--- config.mk ---
export PLATFORM = sky130hd
export DESIGN_NAME = counter_mod_updown
export DESIGN_NICKNAME = d
export VERILOG_FILES = /design/src/rtl/counter_mod_updown.sv
export SDC_FILE = /design/constraint.sdc
export NUM_CORES = 1
export LEC_CHECK = 0
export ABC_AREA = 1
export CAP_MARGIN = 30
export CORE_MARGIN = 1.5
export CORE_UTILIZATION = 46
export CTS_CLUSTER_SIZE = 24
export DETAILED_ROUTE_END_ITERATION = 8
export PLACE_DENSITY = 0.86
export SYNTH_ARGS = -nofsm -noshare
export SYNTH_HDL_FRONTEND = slang
export SYNTH_SLANG_ARGS = --single-unit
--- constraint.sdc ---
create_clock -name clk -period 2 [get_ports clk]
set_input_delay 0.4 -clock clk [delete_from_list [all_inputs] [get_ports clk]]
set_output_delay 0.4 -clock clk [all_outputs]
set_load 0.01 [all_outputs]
--- src/rtl/counter_mod_updown.sv ---
// Parametrised up/down modulo counter with clear/load, wrap-or-saturate, tc pulse and sticky overflow.
// Optional prescaler enabled by defining COUNTER_PRESCALE_EN.
module counter_mod_updown #(
  parameter int unsigned WIDTH    = 8,
  parameter int unsigned MAX_VAL  = (1 << WIDTH) - 1,
  parameter bit          SATURATE = 1'b0,
  parameter int unsigned PRESCALE = 4
) (
  input  logic             clk,
  input  logic             rst_n,
  input  logic             en,
  input  logic             up_dn,
  input  logic             clr,
  input  logic             load,
  input  logic [WIDTH-1:0] load_val,
  input  logic             ovf_clr,
  output logic [WIDTH-1:0] count_out,
  output logic             tc,
  output logic             ovf_sticky
);

  localparam logic [WIDTH-1:0] MAX = WIDTH'(MAX_VAL);
  localparam logic [WIDTH-1:0] ONE = WIDTH'(1);

  generate
    if (WIDTH < 2 || MAX_VAL >= (1 << WIDTH) || PRESCALE < 2) begin : g_param_err
      $error("counter_mod_updown: illegal parameter combination");
    end
  endgenerate

  logic [WIDTH-1:0] count_q, count_d;
  logic             tc_q, tc_d;
  logic             ovf_q, ovf_d;
  logic             step;
  logic             at_end;

`ifdef COUNTER_PRESCALE_EN
  localparam int unsigned   PW    = $clog2(PRESCALE);
  localparam logic [PW-1:0] PLAST = PW'(PRESCALE - 1);

  logic [PW-1:0] presc_q, presc_d;

  // Phase restarts on clr/load so a fresh value always gets a full period.
  always_comb begin
    presc_d = presc_q;
    if (clr || load)
      presc_d = '0;
    else if (en)
      presc_d = (presc_q == PLAST) ? '0 : presc_q + PW'(1);
  end

  always_ff @(posedge clk) begin
    if (!rst_n) presc_q <= '0;
    else        presc_q <= presc_d;
  end

  assign step = en && (presc_q == PLAST);
`else
  assign step = en;
`endif

  assign at_end = up_dn ? (count_q == MAX) : (count_q == '0);

  always_comb begin
    count_d = count_q;
    tc_d    = 1'b0;
    ovf_d   = ovf_q;
    if (clr) begin
      count_d = '0;
    end else if (load) begin
      count_d = (load_val > MAX) ? MAX : load_val;
    end else if (step) begin
      tc_d = at_end;
      if (at_end) begin
        if (!SATURATE) count_d = up_dn ? '0 : MAX;
      end else begin
        count_d = up_dn ? count_q + ONE : count_q - ONE;
      end
    end
    // A new end event outranks a same-cycle clear request.
    if (ovf_clr) ovf_d = 1'b0;
    if (tc_d)    ovf_d = 1'b1;
  end

  always_ff @(posedge clk) begin
    if (!rst_n) begin
      count_q <= '0;
      tc_q    <= 1'b0;
      ovf_q   <= 1'b0;
    end else begin
      count_q <= count_d;
      tc_q    <= tc_d;
      ovf_q   <= ovf_d;
    end
  end

  assign count_out  = count_q;
  assign tc         = tc_q;
  assign ovf_sticky = ovf_q;

endmodule
Word-level counts from Yosys, hierarchy flattened
Cells that the tools add are included.
{ "totals": {"ff_bits": 10, "inputBits": 15, "out_inout_bits": 10} }
{ "op_classes": {"addsub": 2, "n_lt_le_gt_ge": 1, "n_eq_ne": 1, "mux": 12, "bitwise_logic": 1, "reduce_logical": 4} }
{ "ops": {"columns": ["op", "n"], "rows": [
  ["two-way mux 8 bit", 6],
  ["adder 8 x 1 -> 8 bit (second input constant)", 1],
  ["equality test 8 bit (second input constant)", 1],
  ["> comparator 8 bit (second input constant)", 1],
  ["zero test 8 bit", 1],
  ["subtractor 8 x 1 -> 8 bit (second input constant)", 1],
  ["two-way mux 1 bit", 6],
  ["nonzero test 2 bit", 2],
  ["OR reduction 2 bit", 1],
  ["NOT 1 bit", 1]
]} }

Depth between registers and ports, before layout
Gate-level depths: netlist (run 1).
{ "depth": {"ltp_word": 6, "ltp_mapped": 11, "ltp_nobuf": 11} }

Worst setup path before layout (run 1)
Ideal clock, no wire load.
{ "synth_path": {"kind": "in2reg", "start": "input up_dn", "end": "register count_q[6], in the netlist count_out[6]", "arrival_time_ps": 1584, "path_slack_ps": 346, "cell_stages": 10, "path_buffers": 0, "cell_sequence": "inv_1 -> ha_1 -> or2_1 -> nand3_1 -> nand2_1 -> nand2_1 -> nand3_1 -> nand2_1 -> nand2_1 -> a21oi_1"} }
{ "synth_via": {"elab_chain_len": 4, "elab_cells_between_ends": 6, "cone_classes": "6 x mux"} }
{ "synth_rtl": {"columns": ["item", "line_no", "text"], "rows": [
  ["from (decl)", "12", "input logic up_dn,"],
  ["two-way mux 8 bit, or another cell as far along", "77", "count_d = up_dn ? count_q + ONE : count_q - ONE;"],
  ["two-way mux 8 bit (*)", "74", "if (at_end) begin"],
  ["two-way mux 8 bit (*)", "72", "end else if (step) begin"],
  ["two-way mux 8 bit (*)", "70", "end else if (load) begin"],
  ["to (signal assigned)", "91", "count_q <= count_d;"],
  ["to (decl)", "31", "logic [WIDTH-1:0] count_q, count_d;"]
]} }
Every way passes the cells marked *; elsewhere a longest branch is shown, timed or not. The select of a mux whose other input is x is not followed.
A chain may end at the register's enable or synchronous reset.

Final worst setup path (run 1)
{ "layout_path": {"start": "register count_q[1], in the netlist count_out[1]", "end": "output count_out[1]"} }
{ "layout_lines": {"columns": ["item", "line_no", "text"], "rows": [
  ["to (decl)", "17", "output logic [WIDTH-1:0] count_out,"]
]} }
No word-level cell between the ends.

==> impl_metrics.env, run 1 <==
export IMPL_status="finished, final reports clean"
export IMPL_tns_ns=0
export IMPL_slew_viol_final=0
export IMPL_ios=25
export IMPL_yosysTopAreaCell="dfxtp_1"
export IMPL_synth_seq_area_share_pct=23.63
export IMPL_die_x_um=45.91
export IMPL_clock_skew_ns=0.005523
export IMPL_synth_area_leaders="dfxtp_1, nand2_1, ha_1"
export IMPL_yosysUniqueCellTypes=27
export IMPL_place_gp_congestion=0.8624
export IMPL_cts_tree="done"
export IMPL_clk_latency_ns=0.27
export IMPL_cts_resized_gates=0
export IMPL_grtUsageTotal_pct=24.76
export IMPL_cpLargestDelayFamily="buffers and inverters"
export IMPL_endpoint_kind="output pin"
export IMPL_cts_root_buf="clkbuf_4"
export IMPL_p_leak_nw=0.5817
export IMPL_rows=15
export IMPL_period_needed_ns=1.759
export IMPL_port_buffers=24
export IMPL_critPathKind="flop to output pin"
export IMPL_grt_ovfl_total=0
export IMPL_final_common_cell="nand2_1"
export IMPL_cts_buffer_depth=2
export IMPL_cts_htree_levels=1
export IMPL_slew_headroom_pct=69.42
export IMPL_path_clk_slew_ns=0.07
export IMPL_cp_num_cells=1
export IMPL_post_dp_hpwl_um=1801
export IMPL_crit_chain="clkdlybuf4s50_1"
export IMPL_fmax_mhz=568.3
export IMPL_synth_top_area_share_pct=23.63
export IMPL_p_total_mw=0.5906
export IMPL_synth_seq_cells=10
export IMPL_num_vias=986
export IMPL_hold_path_class="flop to flop"
export IMPL_required_ns=1.60
export IMPL_drt_iter0_markers=59
export IMPL_synth_nets=150
export IMPL_ys_warn_count=0
export IMPL_cp_arrival_ns=1.36
export IMPL_syn_avg_cell_area_um2=6.618
export IMPL_antenna_cells=0
export IMPL_die_height_um=45.91
export IMPL_crit_path_max_incr_delay_ns=0.60
export IMPL_dr_wl_met3_um=181
export IMPL_start_util_pct=49.06
export IMPL_grt_start_max_net_pins=9
export IMPL_routed_wl_um=2411
export IMPL_antenna_found_initial=0
export IMPL_grt_pass1_wl_um=3760
export IMPL_slowest_stage="clkdlybuf4s50_1"
export IMPL_wl_per_cell_um=12.82
export IMPL_cts_setup_buffers=0
export IMPL_first_global_vias=877
export IMPL_crit_buf_inv=1
export IMPL_worstMarginPinSlew_ns=0.4570
export IMPL_clkSinkCount=10
export IMPL_period_share_pct=87.97
export IMPL_nFillCells=147
export IMPL_ant_nets=0
export IMPL_holdBufCountCts=0
export IMPL_viasPerCell=5.245
export IMPL_coreArea_mm2=0.001727
export IMPL_drive_above_1_share_pct=17.79
export IMPL_cts_made_buffers=3
export IMPL_finalHoldViolations=0
export IMPL_final_cell_mix="nand2_1, clkdlybuf4s50_1, inv_1"
export IMPL_rr_worst_depth=7
export IMPL_nNetsFinal=187
export IMPL_cp_start_kind="flop"
export IMPL_dr_pass1_iters=5
export IMPL_areaGrowthSynthToFinish_pct=45.35
export IMPL_wl_met1_um=982
export IMPL_holdWs_ns=0.4787
export IMPL_rsz0062_at_grt="false"
export IMPL_cp_max_fo=7
export IMPL_ir_drop_mv=0.3386
export IMPL_hold_path_depth=1
export IMPL_top_layer_used="met4"
export IMPL_setup_violations=0
export IMPL_powerDensity_mw_per_mm2=479.7
export IMPL_met2_length_um=1221
export IMPL_die_area_mm2=0.002108
export IMPL_synthCells=128
export IMPL_syn_area_um2=847.1
export IMPL_drv_cap=0
export IMPL_drcViolationCount=0
metal layers:
metal	track usage, %	vias to the layer above
met5	0	-
li1	-	491
met1	30.86	439
met4	5.143	0
met2	42.50	50
met3	6.349	6
synth_stat cells:
master / count
nand2_1: 34
inv_1: 16
nor2_1: 13
dfxtp_1: 10
nand3_1: 7
a21oi_1: 6
ha_1: 6
nor2_2: 5
nor3_1: 4
o21ai_0: 4
a211oi_1: 3
nand3_2: 3
o211ai_1: 2
xor2_1: 2
a21oi_2: 1
a22oi_1: 1
a31o_1: 1
and2_2: 1
fa_1: 1
nand3b_1: 1
nand4_1: 1
nor3_2: 1
o21a_1: 1
or2_1: 1
or2_2: 1
or2_4: 1
xnor2_1: 1
sequential cells by signal, summed over array words and instances, names as in the netlist:
register,count
count_out,8
ovf_sticky,1
tc,1
metrics by stage:
stage | instances | worst slack (ns) | area (um^2) | util, %
2_1_floorplan | 128 | 0.3458 | 847.1 | -
3_3_place_gp | 185 | -0.1919 | 1179 | 68.26
3_5_place_dp | 185 | -0.2458 | 1179 | 68.26
4_1_cts | 188 | 0.02538 | 1201 | 69.57
5_1_grt | 188 | 0.1819 | 1231 | 71.30
6_report | 188 | 0.2405 | 1231 | 71.30
logic make-up after synthesis:
kind of cell | after synthesis | share of synthesized area, %
and+or+nand+nor | 73 | 40.77
DFF | 10 | 23.63
AOI/OAI and AO/OA | 19 | 14.18
buffers and inverters | 16 | 7.090
xor gates and xnor gates | 3 | 3.102
adders and majority gates | 7 | 11.23
path summary, 6_finish.rpt:
path,slack (ns),to,start
max,0.24,count_out[1],count_out[1]$_SDFFE_PP0P_
max reg2reg,0.42,count_out[3]$_SDFFE_PP0P_,count_out[1]$_SDFFE_PP0P_
min,0.48,ovf_sticky$_SDFFE_PN0P_,ovf_sticky$_SDFFE_PN0P_
min reg2reg,0.48,ovf_sticky$_SDFFE_PN0P_,ovf_sticky$_SDFFE_PN0P_
power by group:
group	total, mW	switching [mW]	internal, mW
clock	0.138	0.0688	0.0695
combinational	0.225	0.112	0.113
sequential	0.227	0.0182	0.209
total	0.591	0.199	0.392
cell type report:
cell class / instances / area, um^2 / area share, %
Tap cell: 25 / 31.28 / 2.541
Inverter: 16 / 62.56 / 5.081
Sequential cell: 10 / 200.2 / 16.26
Multi-Input combinational cell: 102 / 611.8 / 49.70
Timing Repair Buffer: 32 / 302.8 / 24.59
Clock buffer: 3 / 22.52 / 1.829
Note: power is estimated with default switching activity, not from simulation.
==> inputs of run 2 (changes only) <==
- PLACE_DENSITY: 0.86 -> 0.78
==> run 2 against run 1 <==
  * Register-to-register slack lost 0.04 ns
  * Power is 7.7% higher
  * Critical path type unchanged
  * Sequential power barely moved
  * First-iteration DRC count is 58% lower
  * Global-route usage down 0.64 points
  * Sequential share of layout area fell by 0.082 points
  * Largest cell class unchanged
  * Sequential cell count stayed put
  * Clock power is 39% higher
  * Critical endpoint is now count_out[0]
  * Utilization rose by 0.36 points
  * Highest routed layer unchanged
==> impl_metrics.env, run 2 (same netlist as run 1, synthesis figures left out) <==
export IMPL_status="finished, final reports clean"
export IMPL_cts_made_buffers=3
export IMPL_cp_arrival_ns=1.35
export IMPL_drt_iter0_markers=25
export IMPL_viasPerCell=5.228
export IMPL_post_dp_hpwl_um=1903
export IMPL_required_ns=1.60
export IMPL_start_util_pct=49.06
export IMPL_cp_max_fo=7
export IMPL_num_vias=988
export IMPL_coreArea_mm2=0.001727
export IMPL_die_height_um=45.91
export IMPL_rsz0062_at_grt="false"
export IMPL_dr_pass1_iters=6
export IMPL_areaGrowthSynthToFinish_pct=46.09
export IMPL_die_area_mm2=0.002108
export IMPL_ios=25
export IMPL_rows=15
export IMPL_first_global_vias=871
export IMPL_drive_above_1_share_pct=17.07
export IMPL_hold_path_class="flop to flop"
export IMPL_ant_nets=0
export IMPL_grt_pass1_wl_um=3663
export IMPL_port_buffers=24
export IMPL_crit_chain="clkdlybuf4s50_1"
export IMPL_crit_path_max_incr_delay_ns=0.59
export IMPL_largest_register_ffs=8
export IMPL_setup_violations=0
export IMPL_endpoint_kind="output pin"
export IMPL_holdWs_ns=0.4802
export IMPL_cpLargestDelayFamily="buffers and inverters"
export IMPL_slew_headroom_pct=69.00
export IMPL_finalHoldViolations=0
export IMPL_fin_ws_ns=0.2455
export IMPL_hold_end="ovf_sticky$_SDFFE_PN0P_"
export IMPL_dp_slack_ns=-0.2650
export IMPL_die_x_um=45.91
export IMPL_place_gp_congestion=0.8473
export IMPL_nNetsFinal=187
export IMPL_grt_ovfl_total=0
export IMPL_grtUsageTotal_pct=24.12
export IMPL_stdcell_count=189
export IMPL_antenna_found_initial=0
export IMPL_final_common_cell="nand2_1"
export IMPL_routed_wl_um=2364
export IMPL_powerDensity_mw_per_mm2=513.9
export IMPL_cts_htree_levels=1
export IMPL_r2r_start="count_out[4]$_SDFFE_PP0P_"
export IMPL_cts_tree="done"
export IMPL_place_inst=185
export IMPL_period_share_pct=87.72
export IMPL_cts_buffer_depth=2
export IMPL_path_clk_slew_ns=0.08
export IMPL_clock_skew_ns=0.007811
export IMPL_hold_path_depth=1
export IMPL_reg2reg_slack_ns=0.38
export IMPL_cp_start_kind="flop"
export IMPL_worstMarginPinSlew_ns=0.4632
export IMPL_timing_rr_end="count_out[7]$_SDFFE_PP0P_"
export IMPL_drv_cap=0
export IMPL_crit_buf_inv=1
export IMPL_rr_worst_depth=7
export IMPL_p_leak_nw=0.5867
export IMPL_slowest_stage="clkdlybuf4s50_1"
export IMPL_ir_drop_mv=0.3695
export IMPL_clkSinkCount=10
export IMPL_final_cell_mix="nand2_1, clkdlybuf4s50_1, inv_1"
export IMPL_critPathKind="flop to output pin"
export IMPL_drcViolationCount=0
export IMPL_cts_root_buf="clkbuf_4"
export IMPL_clk_latency_ns=0.28
export IMPL_grt_start_max_net_pins=9
export IMPL_wl_per_cell_um=12.51
export IMPL_antenna_cells=0
export IMPL_slew_viol_final=0
export IMPL_tns_ns=0
export IMPL_fmax_mhz=570.0
export IMPL_period_needed_ns=1.754
export IMPL_min_from="ovf_sticky$_SDFFE_PN0P_"
[run 2: report_power, final]
| group | total [mW] | switching (mW) | internal, mW |
|---|---|---|---|
| combinational | 0.217 | 0.108 | 0.110 |
| sequential | 0.226 | 0.0173 | 0.209 |
| clock | 0.192 | 0.0814 | 0.111 |
[run 2: final cells by class]
type,instances,area [um^2]
timing repair buffer,32,302.8
fill,152,489.2
clock buffer,4,36.28
tap,25,31.28
sequential,10,200.2
inverter,16,62.56
multi-input combinational,102,604.3
[run 2: what timing repair did]
| item | CTS | global route |
|---|---|---|
| buffers inserted | 0 | 0 |
| hold buffers | 0 | 0 |
| resized for setup | 0 | 5 |
| setup endpoints to repair | 0 | 5 |
[run 2: layer usage]
| layer | GRT usage (%) | routed length, um | vias to the layer above |
|---|---|---|---|
| li1 | - | - | 492 |
| met1 | 27.73 | 984 | 453 |
| met2 | 44.17 | 1212 | 39 |
| met3 | 5.952 | 155 | 4 |
| met4 | 5.143 | 11 | 0 |
| met5 | 0 | 0 | - |
[run 2: per-stage QoR]
step	utilization [%]	power (mW)	cell area (um^2)
after CTS	70.36	0.6310	1215
after global routing	71.67	0.6736	1237
after floorplan	-	0.3485	847.1
after detailed placement	68.26	0.4426	1179
final	71.67	0.6359	1237
after global placement	68.26	0.4352	1179
[run 2: how the worst max path moves through the flow]
stage / slack, ns / depth (start not counted) / startpoint / end
finish: 0.25 / 1 / count_out[0]$_SDFFE_PP0P_ / count_out[0]
global route: 0.20 / 1 / count_out[0]$_SDFFE_PP0P_ / count_out[0]
CTS: 0.03 / 8 / up_dn / count_out[4]$_SDFFE_PP0P_
detailed placement: -0.27 / 8 / up_dn / count_out[4]$_SDFFE_PP0P_
global placement: -0.21 / 11 / up_dn / count_out[7]$_SDFFE_PP0P_
floorplan: 0.35 / 10 / up_dn / count_out[6]$_SDFFE_PP0P_
==> inputs of run 3 (changes only) <==
- CELL_PAD_IN_SITES_DETAIL_PLACEMENT: not set -> 1
- CELL_PAD_IN_SITES_GLOBAL_PLACEMENT: not set -> 1
- CORE_UTILIZATION: 46 -> 28
- PLACE_DENSITY: 0.78 -> not set
- PLACE_DENSITY_LB_ADDON: not set -> 0.1
- clock period: 2 -> 1.6 ns (I/O delays scaled with it)
==> run 3 against run 2 <==
  * Sequential share of layout area decreased by 0.60 points
  * Cell count increased by 9.0%
  * Sequential cell count unchanged
  * Routed wire length increased by 27%
  * Clock power decreased by 6%
  * Worst setup slack got worse by 0.18 ns
  * Critical endpoint is now count_out[6]
  * Highest routed layer unchanged
==> impl_metrics.env, run 3 (same netlist as run 1, synthesis figures left out) <==
export IMPL_cpLargestDelayFamily="buffers and inverters"
export IMPL_rsz0062_at_grt="false"
export IMPL_detailed_place_area_mm2=0.001269
export IMPL_drv_cap=0
export IMPL_crit_path_max_incr_delay_ns=0.56
export IMPL_holdBufCountCts=0
export IMPL_critPathKind="flop to output pin"
export IMPL_design_area_mm2=0.001365
export IMPL_holdWs_ns=0.4865
export IMPL_crit_buf_inv=1
export IMPL_drive_above_1_share_pct=29.71
export IMPL_clkSinkCount=10
export IMPL_start_util_pct=30.20
export IMPL_slowest_stage="clkdlybuf4s50_1"
export IMPL_status="finished, final reports clean"
export IMPL_setup_violations=0
export IMPL_required_ns=1.28
export IMPL_powerDensity_mw_per_mm2=575.2
export IMPL_finalHoldViolations=0
export IMPL_nNetsFinal=199
export IMPL_cts_tree="done"
export IMPL_fmax_mhz=650.0
export IMPL_fin_util_pct=48.66
export IMPL_first_global_vias=1080
export IMPL_period_needed_ns=1.539
export IMPL_ant_nets=0
export IMPL_num_vias=1007
export IMPL_drt_iter0_markers=25
export IMPL_routed_wl_um=3009
export IMPL_slew_headroom_pct=82.14
export IMPL_port_buffers=24
export IMPL_die_area_mm2=0.003364
export IMPL_die_x_um=58
export IMPL_grtUsageTotal_pct=20.10
export IMPL_period_share_pct=96.16
export IMPL_hold_path_class="flop to flop"
export IMPL_endpoint_kind="output pin"
export IMPL_coreArea_mm2=0.002805
export IMPL_ios=25
export IMPL_largest_register_ffs=8
export IMPL_viasPerCell=4.888
export IMPL_areaGrowthSynthToFinish_pct=61.15
export IMPL_cts_htree_levels=1
export IMPL_slew_viol_final=0
export IMPL_cts_root_buf="clkbuf_4"
export IMPL_ir_drop_mv=0.2908
export IMPL_rows=19
export IMPL_cts_made_buffers=3
export IMPL_dp_slack_ns=-0.6175
export IMPL_cp_max_fo=5
export IMPL_wl_per_cell_um=14.61
export IMPL_cts_buffer_depth=2
export IMPL_antenna_cells=0
export IMPL_fin_ws_ns=0.06143
export IMPL_dr_pass1_iters=6
export IMPL_cp_arrival_ns=1.22
export IMPL_clock_skew_ns=0.003064
export IMPL_grt_ovfl_total=0
export IMPL_post_dp_hpwl_um=2428
export IMPL_final_common_cell="nand2_1"
export IMPL_die_height_um=58
export IMPL_grt_pass1_wl_um=5099
export IMPL_clk_latency_ns=0.27
export IMPL_crit_chain="clkdlybuf4s50_1"
export IMPL_worstMarginPinSlew_ns=0.2676
export IMPL_final_cell_mix="nand2_1, buf_4, clkdlybuf4s50_1"
export IMPL_cp_start_kind="flop"
export IMPL_place_gp_congestion=0.8433
export IMPL_drcViolationCount=0
export IMPL_path_clk_slew_ns=0.07
export IMPL_antenna_found_initial=0
export IMPL_grt_start_max_net_pins=8
export IMPL_p_leak_nw=0.6522
export IMPL_tns_ns=0
[run 3: cell count changes in the layout (fill, tap and decap cells not counted), moves of 3 or more]
cell	delta
dlygate4sd2_1	+5
clkdlybuf4s50_1	-5
ha_1	-3
ha_4	+3
dfxtp_2	+4
buf_4	+12
dfxtp_1	-6
[run 3: final timing paths]
path                                                 from                   endpoint  slack [ns]  depth (start not counted)
worst max-delay path            count_out[6]$_SDFFE_PP0P_               count_out[6]        0.06                          1
worst min-delay path              ovf_sticky$_SDFFE_PN0P_    ovf_sticky$_SDFFE_PN0P_        0.49                          1
worst max register to register  count_out[4]$_SDFFE_PP0P_  count_out[7]$_SDFFE_PP0P_        0.13                          9
worst min register to register    ovf_sticky$_SDFFE_PN0P_    ovf_sticky$_SDFFE_PN0P_        0.49                          1
[run 3: metrics by stage]
step | total power [mW] | cells
2_1_floorplan | 0.4356 | 128
3_3_place_gp | 0.5839 | 202
3_5_place_dp | 0.5891 | 202
4_1_cts | 0.7995 | 206
5_1_grt | 0.8405 | 206
6_report | 0.7852 | 206
[run 3: power breakdown]
part / total [mW] / leakage (nW) / internal [mW] / switching, mW
Clock: 0.180 / 0.0138 / 0.0871 / 0.0932
Sequential: 0.279 / 0.0848 / 0.261 / 0.0172
Combinational: 0.326 / 0.554 / 0.166 / 0.160
[run 3: timing repair]
item                                    CTS  global route
resized for setup                        23             3
endpoints found under the setup margin   13             6
setup buffers                             1             0
gates cloned                              0             0
[run 3: metal layers]
layer	wire (um)	share of wire, %	vias to the layer above	global-route usage (%)
li1	-	-	518	-
met1	1369	45	466	24.76
met2	1542	51	21	36.04
met3	82	2.7	2	4.241
met4	14	0.47	0	3.987
met5	0	0	-	0
[run 3: final cells by class]
class | instances | area (um^2)
Clock buffer | 3 | 22.52
Inverter | 16 | 62.56
Fill cell | 364 | 1440
Tap cell | 31 | 38.79
Timing Repair Buffer | 44 | 379.1
Sequential cell | 10 | 212.7
Multi-Input combinational cell | 102 | 649.4
[run 3: worst register-to-register path, stage by stage (launching register included)]
cell and delay [ns]:
dfxtp_4 0.36, ha_4 0.29, nand2_1 0.05, inv_1 0.06, nand3_2 0.09, or2_4 0.25, nand2_1 0.06, nand2_1 0.06
nand3_2 0.07, a21oi_2 0.06
